--- config.mk ---
export PLATFORM = sky130hd
export DESIGN_NAME = cdb_arbiter
export DESIGN_NICKNAME = d
export VERILOG_FILES = /design/src/rtl/cdb_pkg.sv /design/src/rtl/cdb_src_fifo.sv /design/src/rtl/cdb_arbiter.sv
export SDC_FILE = /design/constraint.sdc
export NUM_CORES = 1
export LEC_CHECK = 0
export CAP_MARGIN = 10
export CORE_MARGIN = 1.5
export CORE_UTILIZATION = 49
export CTS_BUF_LIST = sky130_fd_sc_hd__clkbuf_16
export CTS_CLUSTER_DIAMETER = 30
export DETAILED_ROUTE_END_ITERATION = 8
export PLACE_DENSITY = 0.8
export SYNTH_ARGS = -nofsm -noshare
export SYNTH_HDL_FRONTEND = slang
export SYNTH_SLANG_ARGS = --single-unit
--- constraint.sdc ---
create_clock -name clk -period 2.85 [get_ports clk]
set_input_delay 0.57 -clock clk [delete_from_list [all_inputs] [get_ports clk]]
set_output_delay 0.57 -clock clk [all_outputs]
set_load 0.01 [all_outputs]
--- src/rtl/cdb_pkg.sv ---
// Shared types for the common data bus: the broadcast packet layout and the
// reserved "no dependency" tag value.
package cdb_pkg;

    localparam int CDB_TAG_W  = 4;
    localparam int CDB_ID_W   = 4;
    localparam int CDB_DATA_W = 32;

    localparam logic [CDB_TAG_W-1:0] CDB_TAG_NONE = '0;

    typedef struct packed {
        logic [CDB_TAG_W-1:0]  tag;
        logic [CDB_ID_W-1:0]   inst_id;
        logic [CDB_DATA_W-1:0] wdata;
    } cdb_pkt_t;

endpackage

--- src/rtl/cdb_src_fifo.sv ---
// Small per-source result buffer with a show-ahead head. Pointers carry an
// extra wrap bit so full and empty are distinguishable without a counter.
module cdb_src_fifo #(
    parameter int DEPTH = 2,
    parameter int WIDTH = 40
) (
    input  logic             clk,
    input  logic             rst,
    input  logic             push,
    input  logic [WIDTH-1:0] pkt_in,
    output logic             full,
    input  logic             pop,
    output logic [WIDTH-1:0] pkt_out,
    output logic             empty
);

    localparam int PTR_W = $clog2(DEPTH);

    logic [PTR_W:0]   wr_ptr_q, wr_ptr_d;
    logic [PTR_W:0]   rd_ptr_q, rd_ptr_d;
    logic [WIDTH-1:0] mem_q [DEPTH];
    logic             do_push, do_pop;

    assign full    = (wr_ptr_q[PTR_W] != rd_ptr_q[PTR_W]) &&
                     (wr_ptr_q[PTR_W-1:0] == rd_ptr_q[PTR_W-1:0]);
    assign empty   = (wr_ptr_q == rd_ptr_q);
    assign pkt_out = mem_q[rd_ptr_q[PTR_W-1:0]];
    assign do_push = push && !full;
    assign do_pop  = pop && !empty;

    always_comb begin
        wr_ptr_d = wr_ptr_q;
        rd_ptr_d = rd_ptr_q;
        if (do_push) wr_ptr_d = wr_ptr_q + (PTR_W+1)'(1);
        if (do_pop)  rd_ptr_d = rd_ptr_q + (PTR_W+1)'(1);
    end

    always_ff @(posedge clk) begin
        if (rst) begin
            wr_ptr_q <= '0;
            rd_ptr_q <= '0;
        end else begin
            wr_ptr_q <= wr_ptr_d;
            rd_ptr_q <= rd_ptr_d;
        end
    end

    // Storage needs no reset: the pointers alone decide what is valid.
    always_ff @(posedge clk) begin
        if (do_push) mem_q[wr_ptr_q[PTR_W-1:0]] <= pkt_in;
    end

endmodule

--- src/rtl/cdb_arbiter.sv ---
// CDB transmitter: buffers execution-unit results per source, picks one per
// cycle round-robin and drives it as a registered broadcast.
module cdb_arbiter
    import cdb_pkg::*;
#(
    parameter int N_SRC      = 4,
    parameter int TAG_W      = CDB_TAG_W,
    parameter int ROB_PTR_W  = CDB_ID_W,
    parameter int DATA_W     = CDB_DATA_W,
    parameter int FIFO_DEPTH = 2
) (
    input  logic                    clk,
    input  logic                    rst,
    input  logic [N_SRC-1:0]        src_req,
    output logic [N_SRC-1:0]        src_rdy,
    input  logic [N_SRC*TAG_W-1:0]  src_tag,
    input  logic [N_SRC*ROB_PTR_W-1:0] src_inst_id,
    input  logic [N_SRC*DATA_W-1:0] src_wdata,
    output logic                    cdb_wr,
    output logic [TAG_W-1:0]        cdb_tag,
    output logic [ROB_PTR_W-1:0]    cdb_inst_id,
    output logic [DATA_W-1:0]       cdb_wdata,
    output logic                    err_tag0
);

    localparam int SEL_W = (N_SRC > 1) ? $clog2(N_SRC) : 1;
    localparam int PKT_W = $bits(cdb_pkt_t);

    cdb_pkt_t         pkt_in   [N_SRC];
    cdb_pkt_t         pkt_head [N_SRC];
    logic [N_SRC-1:0] full, empty, push, pop;

    logic [SEL_W-1:0] rr_ptr_q, rr_ptr_d;
    logic [SEL_W-1:0] winner, cand;
    logic             found;
    cdb_pkt_t         head;
    cdb_pkt_t         cdb_pkt_q, cdb_pkt_d;
    logic             cdb_wr_q, cdb_wr_d;
    logic             err_tag0_q, err_tag0_d;

    // Ready depends only on occupancy, never on requests or the grant.
    assign src_rdy = ~full;
    assign push    = src_req & ~full;

    generate
        for (genvar gi = 0; gi < N_SRC; gi++) begin : g_src
            assign pkt_in[gi] = '{tag:     src_tag[gi*TAG_W +: TAG_W],
                                  inst_id: src_inst_id[gi*ROB_PTR_W +: ROB_PTR_W],
                                  wdata:   src_wdata[gi*DATA_W +: DATA_W]};

            cdb_src_fifo #(
                .DEPTH (FIFO_DEPTH),
                .WIDTH (PKT_W)
            ) u_fifo (
                .clk     (clk),
                .rst     (rst),
                .push    (push[gi]),
                .pkt_in  (pkt_in[gi]),
                .full    (full[gi]),
                .pop     (pop[gi]),
                .pkt_out (pkt_head[gi]),
                .empty   (empty[gi])
            );
        end
    endgenerate

    // First non-empty source at or after rr_ptr, wrapping.
    always_comb begin
        found  = 1'b0;
        winner = '0;
        cand   = '0;
        for (int k = 0; k < N_SRC; k++) begin
            cand = SEL_W'((int'(rr_ptr_q) + k) % N_SRC);
            if (!found && !empty[cand]) begin
                found  = 1'b1;
                winner = cand;
            end
        end
    end

    assign pop  = found ? (N_SRC'(1) << winner) : '0;
    assign head = pkt_head[winner];

    always_comb begin
        cdb_wr_d   = 1'b0;
        cdb_pkt_d  = '0;
        err_tag0_d = err_tag0_q;
        rr_ptr_d   = rr_ptr_q;
        if (found) begin
            rr_ptr_d = (winner == SEL_W'(N_SRC-1)) ? '0 : winner + SEL_W'(1);
            // A tag-0 result would wake every waiting operand: drop it and flag.
            if (head.tag == CDB_TAG_NONE) begin
                err_tag0_d = 1'b1;
            end else begin
                cdb_wr_d  = 1'b1;
                cdb_pkt_d = head;
            end
        end
    end

    always_ff @(posedge clk) begin
        if (rst) begin
            rr_ptr_q   <= '0;
            cdb_wr_q   <= 1'b0;
            cdb_pkt_q  <= '0;
            err_tag0_q <= 1'b0;
        end else begin
            rr_ptr_q   <= rr_ptr_d;
            cdb_wr_q   <= cdb_wr_d;
            cdb_pkt_q  <= cdb_pkt_d;
            err_tag0_q <= err_tag0_d;
        end
    end

    assign cdb_wr      = cdb_wr_q;
    assign cdb_tag     = cdb_pkt_q.tag;
    assign cdb_inst_id = cdb_pkt_q.inst_id;
    assign cdb_wdata   = cdb_pkt_q.wdata;
    assign err_tag0    = err_tag0_q;

endmodule

Yosys cells after proc, flatten, opt, wreduce, memory -nomap -nowiden
Memories as Yosys holds them, arrays and structs flattened. A register that Yosys moved wholly into a read port is not among the register bits.
Index checks and enable logic that the tools add are counted.
- register bits after elaboration: 60
- memory bits (writable): 320
- output and inout bits: 46
- memories kept: 4
- memory list (name ; depth ; bits a word ; rd ports ; clocked after Yosys merged registers in ; write ports ; RTL line ; text):
    g_src[0].u_fifo.mem_q ; 2 ; 40 ; 1 ; 1 ; 1 ; cdb_src_fifo.sv:21 ; logic [WIDTH-1:0] mem_q [DEPTH];
    g_src[1].u_fifo.mem_q ; 2 ; 40 ; 1 ; 1 ; 1 ; cdb_src_fifo.sv:21 ;
    g_src[2].u_fifo.mem_q ; 2 ; 40 ; 1 ; 1 ; 1 ; cdb_src_fifo.sv:21 ;
    g_src[3].u_fifo.mem_q ; 2 ; 40 ; 1 ; 1 ; 1 ; cdb_src_fifo.sv:21 ;
- add/sub/neg operators: 12
- order comparisons: 5
- eq/ne operators: 13
- shift-type cells: 1
- multiplexer cells: 38
- bitwise logic cells: 4
- reduce and logical (&&, ||, !) cells: 32
- operators by type and width (cell ; count):
    $bmux 40 s2 ; 1
    $mux 40 ; 2
    $mux 1 ; 25
    $add 2x1->2 const B ; 10
    $logic_and 1x1->1 ; 15
    $logic_not 1->1 ; 13
    $lt 2x3->1 const B ; 4
    $mux 2 ; 5
    $bmux 1 s2 ; 4
    $eq 2x2->1 ; 4
    $add 2x2->2 const B ; 2
    $and 4x4->4 ; 1
    $eq 1x1->1 ; 4
    $logic_not 4->1 ; 1
    $mux 4 ; 1
    $ne 1x1->1 ; 4
    $not 4->4 ; 1
    $shl 1x2->4 const A ; 1
    $ge 3x3->1 const B ; 1
    $not 2->3 ; 1
    $reduce_or 3->1 ; 1
    $eq 2x2->1 const B ; 1
    $reduce_and 2->1 ; 1
    $reduce_or 2->1 ; 1
    $not 1->1 ; 1

Logic depth before layout (Yosys ltp)
Gate-level depths: netlist of the first run.
- depth in word-level cells: 18
- gate-level depth with buffers: 13
- gate-level depth less buffers: 10

Hierarchy
Synthesis of the first run repeated with hierarchy kept, for this count alone.
- cells, all modules: 928
- area total of the unflattened synthesis: 15255.9 um^2
- by module, submodules not included (module ; instances ; cells each ; area each (um^2) ; seq. area each (um^2)):
    cdb_src_fifo ; 4 ; 157 ; 3156.8 ; 2502.4
    cdb_arbiter ; 1 ; 300 ; 2628.8 ; 880.8

Worst setup path before layout of the first run
OpenSTA, ideal clock, no wires.
- path type: flip-flop to flip-flop
- start point: register g_src[1].u_fifo.wr_ptr_q[0]
- end point: memory g_src[1].u_fifo.mem_q[0][0] (enable)
- setup time: 0.437 ns
- arrival time: 2.564 ns
- required time: 2.413 ns
- path slack: -0.152 ns
- cell stages (with the launch flop): 5
- path through: dfxtp_1 -> xor2_1 -> nand2b_1 -> nand2_1 -> nor2_1
- cells in the longest elaborated chain, start to end: 7
- elaborated cells on any way between the ends: 8
- those cells by class: eq/ne (1); mux (2); bitwise (2); reduce/logical (3)
- RTL lines (what ; RTL line ; text):
    from (decl) ; cdb_src_fifo.sv:19 ; logic [PTR_W:0] wr_ptr_q, wr_ptr_d;
    from (signal assigned) ; cdb_src_fifo.sv:43 ; wr_ptr_q <= wr_ptr_d;
    $eq 1x1->1 ; cdb_src_fifo.sv:25 ; (wr_ptr_q[PTR_W-1:0] == rd_ptr_q[PTR_W-1:0]);
    $logic_and 1x1->1 ; cdb_src_fifo.sv:24 ; assign full = (wr_ptr_q[PTR_W] != rd_ptr_q[PTR_W]) &&
    $not 4->4 ; n/a ;
    net src_rdy[1] ; cdb_arbiter.sv:15 ; output logic [N_SRC-1:0] src_rdy,
    $and 4x4->4 ; cdb_arbiter.sv:43 ; assign push = src_req & ~full;
    $logic_and 1x1->1 ; cdb_src_fifo.sv:28 ; assign do_push = push && !full;
    $mux 1 ; cdb_src_fifo.sv:50 ; if (do_push) mem_q[wr_ptr_q[PTR_W-1:0]] <= pkt_in;
    $mux 1 (not written as such) ; cdb_src_fifo.sv:50 ;
    to (decl) ; cdb_src_fifo.sv:21 ;
The timed path passes the listed nets, and every way through them passes these cells.

Worst setup path in the final report of the first run
- start point: register g_src[3].u_fifo.wr_ptr_q[0]
- end point: register cdb_pkt_q (netlist bit cdb_wdata[25])
- cells in the longest elaborated chain, start to end: 18
- elaborated cells on any way between the ends: 32
- those cells by class: eq/ne (1); mux (19); bitwise (2); reduce/logical (10)
- RTL lines (what ; RTL line ; text):
    from (decl) ; cdb_src_fifo.sv:19 ;
    from (signal assigned) ; cdb_src_fifo.sv:43 ;
    $eq 2x2->1 (*) ; cdb_src_fifo.sv:26 ; assign empty = (wr_ptr_q == rd_ptr_q);
    $bmux 1 s2 ; cdb_arbiter.sv:74 ; if (!found && !empty[cand]) begin
    $mux 1 (not written as such) ; cdb_arbiter.sv:74 ;
    $logic_not 1->1 ; cdb_arbiter.sv:74 ;
    $logic_and 1x1->1 ; cdb_arbiter.sv:74 ;
    $mux 1 ; cdb_arbiter.sv:74 ;
    $logic_not 1->1 ; cdb_arbiter.sv:74 ;
    $logic_and 1x1->1 ; cdb_arbiter.sv:74 ;
    $mux 1 ; cdb_arbiter.sv:74 ;
    $logic_not 1->1 ; cdb_arbiter.sv:74 ;
    $logic_and 1x1->1 ; cdb_arbiter.sv:74 ;
    $mux 2 ; cdb_arbiter.sv:74 ;
    $not 2->3 (not written as such) ; cdb_arbiter.sv:82 ; assign head = pkt_head[winner];
    $bmux 40 s2 ; cdb_arbiter.sv:82 ;
    $mux 40 (not written as such) (2 in a row) ; cdb_arbiter.sv:82 ;
    $logic_not 4->1 ; cdb_arbiter.sv:92 ; if (head.tag == CDB_TAG_NONE) begin
    $reduce_or 3->1 (no line) ; n/a ;
    to (signal assigned) ; cdb_arbiter.sv:110 ; cdb_pkt_q <= cdb_pkt_d;
    to (decl) ; cdb_arbiter.sv:37 ; cdb_pkt_t cdb_pkt_q, cdb_pkt_d;
Mark *: on every way between the ends. The rest lies on a longest branch, timed or not. The select of a mux whose other input is x is not followed.
A chain may end at the register's enable or synchronous reset.

==> impl_metrics.prom, run 1 <==
# TYPE chip_impl_metric gauge
chip_impl_metric{name="clkLatencyLatePin",unit="ps"} 580
chip_impl_metric{name="skew",unit="ps"} 20.7
chip_impl_metric{name="post_synth.cell_area_avg",unit="um2"} 15.5
chip_impl_metric{name="postRouteAntennaNets",unit=""} 0
chip_impl_metric{name="wirelength",unit="um"} 34100
chip_impl_metric{name="finalSetupViolCount",unit=""} 0
chip_impl_metric{name="gpl.final_weighted_congestion",unit=""} 0.825
chip_impl_metric{name="grt.overflow.total",unit=""} 0
chip_impl_metric{name="unique_cell_type_count_in_the_yosys_netlist",unit=""} 32
chip_impl_info{name="endpoint_kind",value="flip-flop"} 1
chip_impl_metric{name="drt-pass1-iter-count",unit=""} 5
chip_impl_metric{name="ir_drop",unit="mV"} 0.786
chip_impl_metric{name="leak_pwr",unit="nW"} 6.60
chip_impl_metric{name="grt_use_met2",unit="%"} 36.8
chip_impl_metric{name="summed_negative_setup_slack_over_all_endpoints",unit="ps"} 0
chip_impl_info{name="timing.rr.start",value="g_src[3].u_fifo.wr_ptr_q[0]"} 1
chip_impl_metric{name="synth-seq-area-share",unit="%"} 74.8
chip_impl_metric{name="drc",unit=""} 0
chip_impl_metric{name="finalPower",unit="mW"} 21.5
chip_impl_metric{name="half_perimeter_wire_length_after_detailed_placement",unit="um"} 22100
chip_impl_metric{name="synthesis.instances",unit=""} 937
chip_impl_metric{name="timing.max_cap.violations",unit=""} 0
chip_impl_metric{name="post_dp_cell_area",unit="um2"} 17200
chip_impl_metric{name="async_reset_ff_share",unit="%"} 0
chip_impl_metric{name="timing.slew.headroom",unit="%"} 45.9
chip_impl_metric{name="maxSlewViolCount",unit=""} 0
chip_impl_metric{name="timing.final.crit_period",unit="ps"} 2700
chip_impl_metric{name="postCtsHoldBufs",unit=""} 0
chip_impl_info{name="mostFrequentLayoutCells",value="320 x sky130_fd_sc_hd__edfxtp_1, 211 x sky130_fd_sc_hd__clkdlybuf4s50_1, 110 x sky130_fd_sc_hd__a211oi_1"} 1
chip_impl_metric{name="post-cts-setup-buffers",unit=""} 0
chip_impl_metric{name="num_rows",unit=""} 62
chip_impl_metric{name="tritoncts_num_sinks",unit=""} 384
chip_impl_metric{name="power.sequential.fraction",unit="%"} 34.3
chip_impl_metric{name="yosys_warnings",unit=""} 0
chip_impl_metric{name="synth_seq_cells",unit=""} 384
chip_impl_metric{name="cts-resized-gates",unit=""} 0
chip_impl_info{name="critical_path.top_delay_family",value="compound AO/OA/AOI/OAI gates"} 1
chip_impl_metric{name="full_die_area",unit="um2"} 30700
chip_impl_info{name="clock_tree.root_cell",value="sky130_fd_sc_hd__clkbuf_16"} 1
chip_impl_metric{name="fin_area",unit="um2"} 19400
chip_impl_metric{name="period_share",unit="%"} 94.7
chip_impl_metric{name="tightest_slew",unit="ps"} 811
chip_impl_metric{name="cts.clk_slew.worst_paths",unit="ps"} 50
chip_impl_metric{name="layout.filler_cells",unit=""} 1883
chip_impl_info{name="timing.critical_path.slowest_stage_cell",value="sky130_fd_sc_hd__o41ai_4"} 1
chip_impl_info{name="setup_repair_after_global_routing_missed_its_margin",value="no"} 1
chip_impl_info{name="clock_tree_from_tritoncts",value="done"} 1
chip_impl_metric{name="rr_worst_depth",unit=""} 10
chip_impl_metric{name="worstPathArrival",unit="ps"} 3150
chip_impl_metric{name="synth_fp_nets",unit=""} 1107
chip_impl_metric{name="reg2reg_slack",unit="ps"} 150
chip_impl_metric{name="hold_viol",unit=""} 0
chip_impl_info{name="top_reg_cell_synth",value="sky130_fd_sc_hd__edfxtp_1"} 1
chip_impl_info{name="critical_path.reg2reg.endpoint",value="cdb_wdata[25]"} 1
chip_impl_metric{name="vias",unit=""} 8735
chip_impl_metric{name="power_switching_share",unit="%"} 33.7
chip_impl_metric{name="grt_pass1_vias",unit=""} 9019
chip_impl_metric{name="die_x",unit="um"} 175
chip_impl_info{name="outcome",value="finished, final reports clean"} 1
chip_impl_info{name="setup.worst_path.start",value="g_src[3].u_fifo.wr_ptr_q[0]"} 1
chip_impl_metric{name="grt.total_usage",unit="%"} 22.2
chip_impl_metric{name="grt_start_max_net_pins",unit=""} 73
chip_impl_metric{name="h-tree-depth",unit=""} 2
chip_impl_metric{name="wire_length_of_the_first_global_routing_pass",unit="um"} 51300
chip_impl_metric{name="initial_utilization",unit="%"} 50.3
chip_impl_metric{name="syn2layout_area_growth",unit="%"} 33.4
chip_impl_metric{name="cp.required",unit="ps"} 3300
chip_impl_info{name="critPathKind",value="flip-flop to flip-flop"} 1
chip_impl_metric{name="core",unit="um2"} 28900
chip_impl_info{name="worst_hold_path_type",value="flip-flop to flip-flop"} 1
chip_impl_metric{name="critPathBufInv",unit=""} 2
chip_impl_info{name="worst_path_cell_chain",value="xor2_1 > or2_1 > a311oi_2 > nor2_4 > inv_6 > mux2i_1 > a22o_1 > o41ai_4 > buf_12 > nor2_1"} 1
chip_impl_metric{name="avgViaCountPerCell",unit=""} 5.41
chip_impl_metric{name="netlist_area",unit="um2"} 14600
chip_impl_info{name="grt-busiest-layer",value="met2"} 1
chip_impl_metric{name="critical_path_peak_fanout",unit=""} 36
chip_impl_info{name="critical_path.endpoint",value="cdb_wdata[25]"} 1
chip_impl_metric{name="number_of_antenna_violations_at_the_first_check_in_global_routing",unit=""} 3
chip_impl_metric{name="post_route_cells_drive_above_1_share",unit="%"} 12.6
chip_impl_metric{name="worst_hold_path.num_cells",unit=""} 2
chip_impl_metric{name="grtUsageMet1",unit="%"} 28.9
chip_impl_metric{name="cp_num_cells",unit=""} 10
chip_impl_metric{name="cp_slowest_stage_delay",unit="ps"} 410
chip_impl_metric{name="combinationalPowerShare",unit="%"} 30.8
chip_impl_metric{name="io_pins",unit=""} 212
chip_impl_metric{name="proportion_of_power_drawn_by_the_clock_network",unit="%"} 34.9
chip_impl_metric{name="grtUsageMet3",unit="%"} 3.83
chip_impl_metric{name="p_per_area",unit="nW/um2"} 1110
chip_impl_metric{name="p_int",unit="mW"} 14.2
chip_impl_metric{name="maxClockFrequency",unit="MHz"} 370
chip_impl_metric{name="synth-edff-count",unit=""} 320
chip_impl_metric{name="dieHeight",unit="um"} 175
chip_impl_metric{name="buffer_depth_of_the_longest_clock_path",unit=""} 3
chip_impl_metric{name="cts_made_buffers",unit=""} 60
chip_impl_metric{name="route.detailed.wl_per_inst",unit="um"} 21.1
chip_impl_metric{name="p_sw",unit="mW"} 7.23
chip_impl_info{name="crit_path_start_kind",value="flip-flop"} 1
chip_impl_metric{name="detail_route.iter0.violations",unit=""} 772
chip_impl_info{name="mostFrequentLayoutCell",value="sky130_fd_sc_hd__edfxtp_1"} 1
chip_impl_metric{name="port_buffer_count",unit=""} 211
chip_impl_metric{name="final_net_count",unit=""} 1346
## cell families (layout without fill, tap and decap cells)
logic type	Yosys count	after routing	synth area share (%)
muxes	93	93	6.40
adders and majority gates	4	4	0.344
AOI/OAI and AO/OA	198	198	9.10
DFF	384	384	74.8
buffers and inverters	61	352	1.78
xor gates and xnor gates	24	24	1.44
and+or+nand+nor	173	173	6.09
other	0	4	0
## area by class of cell
| class | count | area (um2) | share of cell area [%] |
|---|---|---|---|
| inverters | 5 | 23.8 | 0.122 |
| diodes | 4 | 10.0 | 0.0516 |
| multi-input cells | 492 | 3480 | 17.9 |
| repair buffers | 233 | 2390 | 12.3 |
| clock inverters | 52 | 582 | 3.00 |
| well taps | 384 | 480 | 2.47 |
| flip-flops and latches | 384 | 10900 | 56.1 |
| clock buffers | 62 | 1550 | 7.99 |
## metrics by stage
step	worst slack [ps]	cells	hold slack (ps)	util, %
finish	151	1616	532	67.1
floorplan	93.5	937	488	-
global route	0.362	1614	565	67.1
detailed placement	65.2	1498	520	59.6
CTS	49.2	1612	536	66.9
global placement	236	1498	511	59.6
## worst reg2reg max path: cells and delay by family, from the launching register on
kind / cells / cell delay [ps]
AOI/OAI and AO/OA: 3 / 960
DFF: 1 / 360
xor gates and xnor gates: 1 / 200
buffers and inverters: 2 / 400
and+or+nand+nor: 3 / 540
muxes: 1 / 110
## state kept, by name (all words and copies together), names as in the netlist, named ones only
| name | count |
|---|---|
| g_src.u_fifo.wr_ptr_q | 8 |
| cdb_wr | 1 |
| g_src.u_fifo.rd_ptr_q | 8 |
| cdb_wdata | 32 |
| rr_ptr_q | 2 |
| cdb_inst_id | 4 |
| cdb_tag | 4 |
| g_src.u_fifo.mem_q | 320 |
| err_tag0 | 1 |
## how the worst min path moves through the flow
stage / from / end / slack [ps]
floorplan: rr_ptr_q[1] / rr_ptr_q[1] / 490
global placement: g_src[1].u_fifo.rd_ptr_q[1] / g_src[1].u_fifo.rd_ptr_q[1] / 510
detailed placement: err_tag0 / err_tag0 / 520
CTS: g_src[3].u_fifo.rd_ptr_q[1] / g_src[3].u_fifo.rd_ptr_q[1] / 540
global route: g_src[2].u_fifo.rd_ptr_q[1] / g_src[2].u_fifo.rd_ptr_q[1] / 560
finish: g_src[3].u_fifo.rd_ptr_q[1] / g_src[3].u_fifo.rd_ptr_q[1] / 530
## power groups by stage
| stage | sequential (mW) | combinational, mW | clock, mW |
|---|---|---|---|
| after floorplan | 7.43 | 4.17 | 0 |
| after global placement | 7.44 | 6.24 | 0 |
| after detailed placement | 7.46 | 6.45 | 0 |
| after CTS | 7.36 | 6.60 | 7.56 |
| after global routing | 7.43 | 7.19 | 7.82 |
| final | 7.37 | 6.62 | 7.49 |
## metal layers
metal,share of wire [%],vias up
met5,0.038,-
met4,3.5,2
met3,6.2,76
met2,49,317
met1,41,4262
li1,-,4078
## cells in the mapped netlist (2+ instances only)
| library cell | n | share of area (%) |
|---|---|---|
| sky130_fd_sc_hd__buf_2 | 2 | 0.069 |
| sky130_fd_sc_hd__dfxtp_1 | 64 | 8.8 |
| sky130_fd_sc_hd__nand2b_1 | 4 | 0.17 |
| sky130_fd_sc_hd__a21oi_1 | 78 | 2.7 |
| sky130_fd_sc_hd__nand3_1 | 3 | 0.10 |
| sky130_fd_sc_hd__ha_1 | 4 | 0.34 |
| sky130_fd_sc_hd__inv_1 | 3 | 0.077 |
| sky130_fd_sc_hd__nor2b_1 | 73 | 3.1 |
| sky130_fd_sc_hd__a22o_1 | 5 | 0.30 |
| sky130_fd_sc_hd__clkbuf_1 | 43 | 1.1 |
| sky130_fd_sc_hd__and3_1 | 4 | 0.17 |
| sky130_fd_sc_hd__nor2_1 | 63 | 1.6 |
| sky130_fd_sc_hd__buf_6 | 3 | 0.23 |
| sky130_fd_sc_hd__edfxtp_1 | 320 | 66 |
| sky130_fd_sc_hd__buf_1 | 8 | 0.21 |
| sky130_fd_sc_hd__nor3_1 | 2 | 0.069 |
| sky130_fd_sc_hd__xnor2_1 | 9 | 0.54 |
| sky130_fd_sc_hd__a211oi_1 | 110 | 5.7 |
| sky130_fd_sc_hd__and2_1 | 4 | 0.17 |
| sky130_fd_sc_hd__nand2_1 | 15 | 0.39 |
| sky130_fd_sc_hd__xor2_1 | 15 | 0.90 |
| sky130_fd_sc_hd__nor4_1 | 3 | 0.13 |
| sky130_fd_sc_hd__mux2i_1 | 93 | 6.4 |
(Power assumes the default switching activity.)
==> inputs of run 2 (changes only) <==
CAP_MARGIN = not set   (was 10)
SLEW_MARGIN = 5   (was not set)
==> results of run 2 <==
No change in the layout: final DEF, timing and power equal those of run 1.
